[config.mk]
export PLATFORM = sky130hd
export DESIGN_NAME = lsu_mem_ctrl_flat
export DESIGN_NICKNAME = d
export VERILOG_FILES = /design/src/rtl/lsu_mem_ctrl_if.sv /design/src/rtl/lsu_mem_ctrl.sv /design/src/flat_wrapper.sv
export SDC_FILE = /design/constraint.sdc
export NUM_CORES = 1
export LEC_CHECK = 0
export ABC_AREA = 1
export CORE_ASPECT_RATIO = 2
export CORE_MARGIN = 4
export CORE_UTILIZATION = 44
export DETAILED_ROUTE_END_ITERATION = 10
export PLACE_DENSITY = 0.83
export SLEW_MARGIN = 20
export SYNTH_ARGS = -nofsm -noshare
export SYNTH_HDL_FRONTEND = slang
export SYNTH_SLANG_ARGS = --single-unit
export TNS_END_PERCENT = 5
[constraint.sdc]
create_clock -name clk -period 4.6 [get_ports clk]
set_input_delay 0.46 -clock clk [delete_from_list [all_inputs] [get_ports clk]]
set_output_delay 0.46 -clock clk [all_outputs]
set_load 0.03 [all_outputs]
[src/rtl/lsu_mem_ctrl_if.sv]
// lsu_mem_ctrl_if: LSU op encoding and the req/ack data-memory port between the memory stage and data memory.
package lsu_pkg;
  typedef enum logic [3:0] {
    LSU_NONE, LSU_LB, LSU_LH, LSU_LW, LSU_LD, LSU_LBU, LSU_LHU, LSU_LWU,
    LSU_SB, LSU_SH, LSU_SW, LSU_SD
  } lsu_op_t;
endpackage

interface lsu_mem_ctrl_if;
  logic        req;
  logic        we;
  logic [63:0] addr;
  logic [7:0]  be;
  logic [63:0] wdata;
  logic        ack;
  logic [63:0] rdata;
  modport master(output req, we, addr, be, wdata, input ack, rdata);
  modport slave(input req, we, addr, be, wdata, output ack, rdata);
endinterface

[src/rtl/lsu_mem_ctrl.sv]
// lsu_mem_ctrl: memory-stage load/store controller turning one pipeline op into a req/ack transaction.
// Define LSU_MISALIGN_TRAP_EN to trap misaligned accesses instead of forcing natural alignment.
module lsu_mem_ctrl
  import lsu_pkg::*;
#(
  parameter int ACK_TIMEOUT = 255
) (
  input  logic          clk,
  input  logic          rst_n,
  input  logic          valid,
  input  lsu_op_t       lsu_op,
  input  logic          mem_write,
  input  logic          mem_to_reg,
  input  logic [63:0]   addr,
  input  logic [63:0]   wdata,
  output logic          stall,
  output logic          done,
  output logic [63:0]   load_data,
  output logic          misaligned,
  output logic          bus_err,
  lsu_mem_ctrl_if.master mem
);
  localparam int CW = ACK_TIMEOUT > 0 ? $clog2(ACK_TIMEOUT + 1) : 1;
  typedef enum logic [1:0] {IDLE, WAIT_ACK, DONE} state_t;
  state_t state;
  logic [1:0] size, size_r;
  logic [2:0] off, aoff, off_r;
  logic [7:0] be_n;
  logic [63:0] wd_n, sh, ext;
  logic accept, mis, mis_q, uns, uns_r, ld_r, tmo;
  logic [CW-1:0] cnt;
  assign off = addr[2:0];
  assign size = (lsu_op inside {LSU_LB, LSU_LBU, LSU_SB}) ? 2'd0 :
                (lsu_op inside {LSU_LH, LSU_LHU, LSU_SH}) ? 2'd1 :
                (lsu_op inside {LSU_LW, LSU_LWU, LSU_SW}) ? 2'd2 : 2'd3;
  assign uns = lsu_op inside {LSU_LBU, LSU_LHU, LSU_LWU};
  assign aoff = size == 2'd0 ? off : size == 2'd1 ? {off[2:1], 1'b0} :
                size == 2'd2 ? {off[2], 2'b00} : 3'd0;
  assign be_n = (size == 2'd0 ? 8'h01 : size == 2'd1 ? 8'h03 : size == 2'd2 ? 8'h0F : 8'hFF) << aoff;
  assign wd_n = size == 2'd0 ? {8{wdata[7:0]}} : size == 2'd1 ? {4{wdata[15:0]}} :
                size == 2'd2 ? {2{wdata[31:0]}} : wdata;
`ifdef LSU_MISALIGN_TRAP_EN
  // an access is misaligned exactly when natural alignment would move its offset
  assign mis = aoff != off;
`else
  assign mis = 1'b0;
`endif
  assign misaligned = mis_q;
  assign accept = valid && lsu_op != LSU_NONE;
  assign stall = (state == IDLE && accept) || state == WAIT_ACK;
  assign sh = mem.rdata >> {off_r, 3'b000};
  assign ext = size_r == 2'd0 ? {{56{~uns_r & sh[7]}}, sh[7:0]} :
               size_r == 2'd1 ? {{48{~uns_r & sh[15]}}, sh[15:0]} :
               size_r == 2'd2 ? {{32{~uns_r & sh[31]}}, sh[31:0]} : sh;
  assign tmo = ACK_TIMEOUT != 0 && cnt == CW'(ACK_TIMEOUT - 1);
  always_ff @(posedge clk or negedge rst_n) begin
    if (!rst_n) begin
      state <= IDLE;
      done <= 1'b0;
      bus_err <= 1'b0;
      mis_q <= 1'b0;
      load_data <= '0;
      mem.req <= 1'b0;
      mem.we <= 1'b0;
      mem.addr <= '0;
      mem.be <= '0;
      mem.wdata <= '0;
      size_r <= '0;
      off_r <= '0;
      uns_r <= 1'b0;
      ld_r <= 1'b0;
      cnt <= '0;
    end else begin
      done <= 1'b0;
      bus_err <= 1'b0;
      mis_q <= 1'b0;
      case (state)
        IDLE: if (accept) begin
          mem.addr <= {addr[63:3], 3'b000};
          mem.be <= be_n;
          mem.wdata <= wd_n;
          mem.we <= mem_write;
          ld_r <= mem_to_reg;
          size_r <= size;
          uns_r <= uns;
          off_r <= aoff;
          cnt <= '0;
          load_data <= '0;
          state <= mis ? DONE : WAIT_ACK;
          mem.req <= !mis;
          done <= mis;
          mis_q <= mis;
        end
        WAIT_ACK: if (mem.ack || tmo) begin
          mem.req <= 1'b0;
          state <= DONE;
          done <= 1'b1;
          bus_err <= !mem.ack;
          load_data <= mem.ack && ld_r ? ext : 64'd0;
        end else if (cnt != CW'(ACK_TIMEOUT)) begin
          cnt <= cnt + 1'b1;
        end
        DONE: begin
          state <= IDLE;
          load_data <= '0;
        end
        default: state <= IDLE;
      endcase
    end
  end
endmodule

[src/flat_wrapper.sv]
// flat-port wrapper written by rule: the top's interface ports become plain ports
module lsu_mem_ctrl_flat import lsu_pkg::*;
#(
  parameter int ACK_TIMEOUT = 255
)
  (clk, rst_n, valid, lsu_op, mem_write, mem_to_reg, addr, wdata, stall, done, load_data, misaligned, bus_err, mem_req, mem_we, mem_addr, mem_be, mem_wdata, mem_ack, mem_rdata);
  lsu_mem_ctrl_if mem_i ();
  input  logic clk;
  input  logic rst_n;
  input  logic valid;
  input  lsu_op_t lsu_op;
  input  logic mem_write;
  input  logic mem_to_reg;
  input  logic [63:0] addr;
  input  logic [63:0] wdata;
  output logic stall;
  output logic done;
  output logic [63:0] load_data;
  output logic misaligned;
  output logic bus_err;
  output wire logic [$bits(mem_i.req)-1:0] mem_req;
  output wire logic [$bits(mem_i.we)-1:0] mem_we;
  output wire logic [$bits(mem_i.addr)-1:0] mem_addr;
  output wire logic [$bits(mem_i.be)-1:0] mem_be;
  output wire logic [$bits(mem_i.wdata)-1:0] mem_wdata;
  input wire logic [$bits(mem_i.ack)-1:0] mem_ack;
  input wire logic [$bits(mem_i.rdata)-1:0] mem_rdata;
  assign mem_req = mem_i.req;
  assign mem_we = mem_i.we;
  assign mem_addr = mem_i.addr;
  assign mem_be = mem_i.be;
  assign mem_wdata = mem_i.wdata;
  assign mem_i.ack = mem_ack;
  assign mem_i.rdata = mem_rdata;
  lsu_mem_ctrl #(.ACK_TIMEOUT(ACK_TIMEOUT)) u_core (.clk(clk), .rst_n(rst_n), .valid(valid), .lsu_op(lsu_op), .mem_write(mem_write), .mem_to_reg(mem_to_reg), .addr(addr), .wdata(wdata), .stall(stall), .done(done), .load_data(load_data), .misaligned(misaligned), .bus_err(bus_err), .mem(mem_i));
endmodule
==> results of run 1 <==
==> routing by layer <==
layer / GRT usage / wire length (um) / part of all wire
met5: 0 / 0 / 0
met1: 0.306 / 14500 / 0.33
met2: 0.531 / 23000 / 0.52
met4: 0.182 / 3100 / 0.071
met3: 0.0629 / 3310 / 0.076
==> critical path, stage by stage (launching register included) <==
cell,delay (ps)
dfrtp_1,410
nor2_1,330
nand3_4,510
nand2_1,380
clkdlybuf4s50_1,730
==> final cells by class <==
class	instances	share of cell area
clock buffers	29	0.0374
clock inverters	6	0.00403
inverters	90	0.0210
multi-input cells	1177	0.326
well taps	344	0.0261
diodes	2	0.000304
repair buffers	421	0.254
flip-flops and latches	218	0.331
==> worst max path at each step <==
stage                         end            start  slack [ps]  depth (start not counted)
detailed placement          stall        lsu_op[1]        1300                          6
global placement            stall        lsu_op[1]        1340                          6
floorplan           u_core.cnt[0]  u_core.state[1]        2980                          8
finish                      stall  u_core.state[1]        1270                          4
CTS                         stall  u_core.state[1]        1230                          4
global route                stall  u_core.state[1]        1110                          4
==> through the flow <==
stage                     worst slack (ps)  power, uW  instance area, um2
after floorplan                       2980       7560               11700
after global placement                1340      10300               15800
after detailed placement              1300      10400               15800
after CTS                             1230      12200               16500
after global routing                  1110      12800               16500
final                                 1270      12100               16500
==> logic make-up (layout without fill, tap and decap cells) <==
group | Yosys count | count (layout) | synth area share
other | 1 | 6 | 0.000322
xor gates and xnor gates | 5 | 5 | 0.00376
muxes | 10 | 10 | 0.00859
AOI/OAI and AO/OA | 216 | 216 | 0.111
DFF | 218 | 218 | 0.468
and+or+nand+nor | 940 | 940 | 0.332
adders and majority gates | 2 | 2 | 0.00215
buffers and inverters | 185 | 546 | 0.0739
==> registers in the layout (all words and copies together) (netlist names) <==
| signal | count |
|---|---|
| u_core.mem.wdata | 64 |
| u_core.mem.be | 8 |
| u_core.cnt | 8 |
| u_core.done | 1 |
| u_core.off_r | 3 |
| u_core.mem.req | 1 |
| u_core.size_r | 2 |
| u_core.load_data | 64 |
| u_core.mem.we | 1 |
| u_core.uns_r | 1 |
| u_core.bus_err | 1 |
| u_core.ld_r | 1 |
| u_core.state | 2 |
| u_core.mem.addr | 61 |
==> synthesized netlist by cell type (17+ instances only) <==
cell type | instances | area, um2
a2bb2oi_1 | 17 | 149
nand2_1 | 730 | 2740
a21oi_1 | 36 | 180
dfrtp_1 | 218 | 5460
o21ai_1 | 18 | 90.1
nand3_1 | 106 | 531
clkbuf_1 | 27 | 101
o21ai_0 | 92 | 460
nor2_1 | 54 | 203
nand3_2 | 17 | 170
inv_1 | 77 | 289
buf_2 | 44 | 220
==> power groups by stage <==
stage / Combinational, uW / Sequential, uW / Clock [uW]
global route: 7540 / 3460 / 1850
global placement: 6920 / 3340 / 0
floorplan: 2760 / 4800 / 0
finish: 7040 / 3360 / 1740
detailed placement: 7020 / 3350 / 0
CTS: 7040 / 3360 / 1780
==> run metrics, run 1 <==
Reg power frac 0.277; Hold Path Depth 2; WHS 478 ps; FFs w/ async S/R, synth 1.00; CP max FO 47; status complete, no violations; Req. time, crit path 4140 ps; fraction of layout cells with a size suffix above 1 0.0567; number of vias per cell 5.34; DRT Pass-1 Iters 6; Fin Clk Skew 8.30 ps; CTS tree done; Sw Share 0.483; clock-pin slew on the worst setup and hold paths 70 ps; worst r2r src u_core.off_r[0]; row cnt 84; Psw 5870 uW; post-layout util 0.629; total routed wirelength 43,900 um; 1st-iter DRT viols 900; EDFF count, synth 0; grt total ovfl 0; Fill cells 2,252; RSZ-0062 raised after global routing false; total number of vias 12,200; Fmax achieved 300 MHz; Setup TNS 0 ps; Die Span X 123 um; slew at the pin with the worst max-slew slack 1100 ps; Worst Hold End u_core.mem.addr[37]; Pint 6270 uW; hold buffer count at CTS 1; Max-cap violations 0; Clock Power Share 0.143; gpl congestion 0.964; Placeable Area 0.0262 mm2; post-synthesis register bit count 218; Worst Path Arrival 2870 ps; Relative slew margins 0.261; commonest non-fill, non-tap cell in the layout nand2_1; CP Capture Type output port; hold crit path type flop to flop; clock sinks 218; gr usage total 0.295; DR DRC count 0; Inst Count DP 2,249; Reg2Reg Depth 8; Setup-failing EPs final 0; Power Density 737 mW/mm2; Ys Warns 0; DRT antenna net count 0; Die Height 238 um; CP Launch Type flop; fin crit period 3330 ps; RR Endpoint u_core.load_data[43]; Hold Startpoint u_core.mem.addr[37]; initial antenna violation count 2; Seq/Total Area, Yosys 0.468; multi-input logic area 0.00536 mm2; Avg Cell Area, Syn 7.39 um2; Crit Path Class flop to output port; R2R Setup Slk 1690 ps; Die ar. 0.0293 mm2; vias in the first global route 12,400; post-synthesis cell count 1,577; input/output buffers 403; CTS Buf Count 21; initial core utilization 0.445; post-cts sizing count 0; ys flop type dfrtp_1; WL/cell 19.2 um; Post-CTS Setup Repair Bufs 0; CTS Buffer Depth 3; area grow syn2layout 41.4%; Sequential Area 0.00546 mm2; Comb power frac 0.580; Final Max Tran Viols 0; H-tree Lvls 1; VDD IR max 0.441 mV; largest net degree at the start of global routing 101; Final Non-Filler Cells 2,287; Synth Cell Area 0.0116 mm2; Root Buffer clkbuf_16; final hold vios 0; crit share post-route 0.725; commonest cells after routing, fill and taps aside nand2_1 (730), clkdlybuf4s50_1 (402), dfrtp_1 (216); Pleak 0.00801 uW; Skew-Pair Late Insertion Delay 510 ps; global-route wire length before repair 67,400 um; post-DP HPWL 32,800 um; fin nets 2,133; io pins 408; Cell variety after synth 47
(Power assumes the default switching activity.)
==> inputs of run 2 (changes only) <==
--- a/config.mk
+++ b/config.mk
@@ -8,7 +8,7 @@
 export ABC_AREA = 1
 export CORE_ASPECT_RATIO = 2
 export CORE_MARGIN = 4
-export CORE_UTILIZATION = 44
+export CORE_UTILIZATION = 42
 export DETAILED_ROUTE_END_ITERATION = 10
 export PLACE_DENSITY = 0.83
 export SLEW_MARGIN = 20
==> constraint.sdc (replaced) <==
create_clock -name clk -period 2.8 [get_ports clk]
set_input_delay 0.28 -clock clk [delete_from_list [all_inputs] [get_ports clk]]
set_output_delay 0.28 -clock clk [all_outputs]
set_load 0.03 [all_outputs]
==> run 2 against run 1 <==
Sequential cell count unchanged. Clock power increased by 69%. Non-clock buffer count increased by 16. Die area increased by 4.5%. Worst hold slack got worse by 180 ps. Setup slack got worse by 960 ps. Largest power group unchanged.
==> run metrics, run 2 (synthesized netlist as in run 1, its figures left out) <==
status complete, no violations; DR top layer met4; Setup TNS 0 ps; VDD IR max 0.817 mV; highest-delay cell along the critical path clkdlybuf4s50_1; Placeable Area 0.0274 mm2; fraction of layout cells with a size suffix above 1 0.0633; final hold vios 0; fin crit period 2490 ps; Setup-failing EPs final 0; vias in the first global route 12,300; input/output buffers 403; Relative slew margins 0.366; Req. time, crit path 2520 ps; worst stage delay on the critical path 730 ps; area grow syn2layout 43.4%; total routed wirelength 45,300 um; met3 WL 3430 um; Fmax achieved 401 MHz; 1st-iter DRT viols 982; R2R Setup Slk 510 ps; Skew-Pair Late Insertion Delay 520 ps; CP Cell Sequence nor2_1 > nand3_4 > nand2_1 > clkdlybuf4s50_1; fin nets 2,149; hold crit path type input port to flop; Top Registers u_core.load_data (64), u_core.mem.wdata (64), u_core.mem.addr (61); number of vias per cell 5.28; Max-cap violations 0; Crit Path Class flop to output port; commonest cells after routing, fill and taps aside nand2_1 (730), clkdlybuf4s50_1 (402), dfrtp_1 (216); Buf+Inv Stages, Crit Path 1; initial antenna violation count 3; CTS tree done; io pins 408; global-route wire length before repair 68,900 um; commonest non-fill, non-tap cell in the layout nand2_1; total number of vias 12,200; Placement Setup Slack 329 ps; M1 WL 14,700 um; Final Max Tran Viols 0; Die Span X 126 um; DRT Pass-1 Iters 5; largest net degree at the start of global routing 104; crit share post-route 0.891; met2 wire len 23,600 um; Root Buffer clkbuf_16; slew at the pin with the worst max-slew slack 948 ps; row cnt 86; Pleak 0.00812 uW; WHS 293 ps; clock-pin slew on the worst setup and hold paths 70 ps; WL/cell 19.6 um; post-cts sizing count 0; Fin Clk Skew 7.28 ps; Die Height 244 um; Power Density 1220 mW/mm2; CP Launch Type flop; CP top delay family buffers and inverters; Die ar. 0.0306 mm2; initial core utilization 0.425; final worst slack 306 ps; DRT antenna net count 0; clock sinks 218; CTS Buf Count 21; gr usage total 0.286; grt total ovfl 0; H-tree Lvls 1; post-DP HPWL 34,500 um; RSZ-0062 raised after global routing false; CP Capture Type output port; CP max FO 3; gpl congestion 0.978; DR DRC count 0; CTS Buffer Depth 3; Worst Path Arrival 2210 ps
run 2: repair_timing:
action	in CTS	in global routing
hold buffers	1	0
setup buffers	0	0
hold endpoints to repair	66	0
run 2: layer usage:
layer | GRT usage | up-vias
li1 | - | 5746
met1 | 0.286 | 5708
met2 | 0.520 | 592
met3 | 0.0660 | 158
met4 | 0.187 | 0
met5 | 0 | -
run 2: per-stage QoR:
stage | total power (uW) | util | area (um2) | instances
finish | 20300 | 0.609 | 16700 | 2313
global route | 21500 | 0.609 | 16700 | 2313
CTS | 20400 | 0.609 | 16700 | 2310
detailed placement | 17400 | 0.583 | 16000 | 2273
global placement | 17200 | 0.583 | 16000 | 2273
floorplan | 12400 | - | 11700 | 1580
run 2: layout make-up:
| class | count | area [um2] |
|---|---|---|
| Antenna cell | 3 | 7.51 |
| Inverter | 90 | 345 |
| Clock buffer | 28 | 582 |
| Timing Repair Buffer | 437 | 4410 |
| Clock inverter | 8 | 105 |
| Tap cell | 352 | 440 |
| Fill cell | 2466 | 10700 |
| Sequential cell | 218 | 5460 |
| Multi-Input combinational cell | 1177 | 5360 |
run 2: power by group:
part,switching (uW),internal [uW]
logic,7590,4300
registers,963,4530
clock network,1280,1660
run 2: final timing paths:
kind                                 startpoint  cells past startpoint              endpoint
max                             u_core.state[1]                      4                 stall
min                                    addr[33]                      3   u_core.mem.addr[33]
max reg2reg                     u_core.off_r[0]                      9  u_core.load_data[21]
min reg2reg                u_core.load_data[54]                      2  u_core.load_data[54]
max in group asynchronous                 rst_n                      4         u_core.cnt[4]
min in group asynchronous                 rst_n                      2  u_core.mem.wdata[29]
run 2: worst reg2reg max path: stages (launching register included):
cell	delay [ps]
dfrtp_2	440
inv_4	340
nand2_1	150
nand3_1	120
nand3_1	120
nand2_2	140
nand3_2	100
o21ai_4	360
nand2_4	220
o21ai_1	210
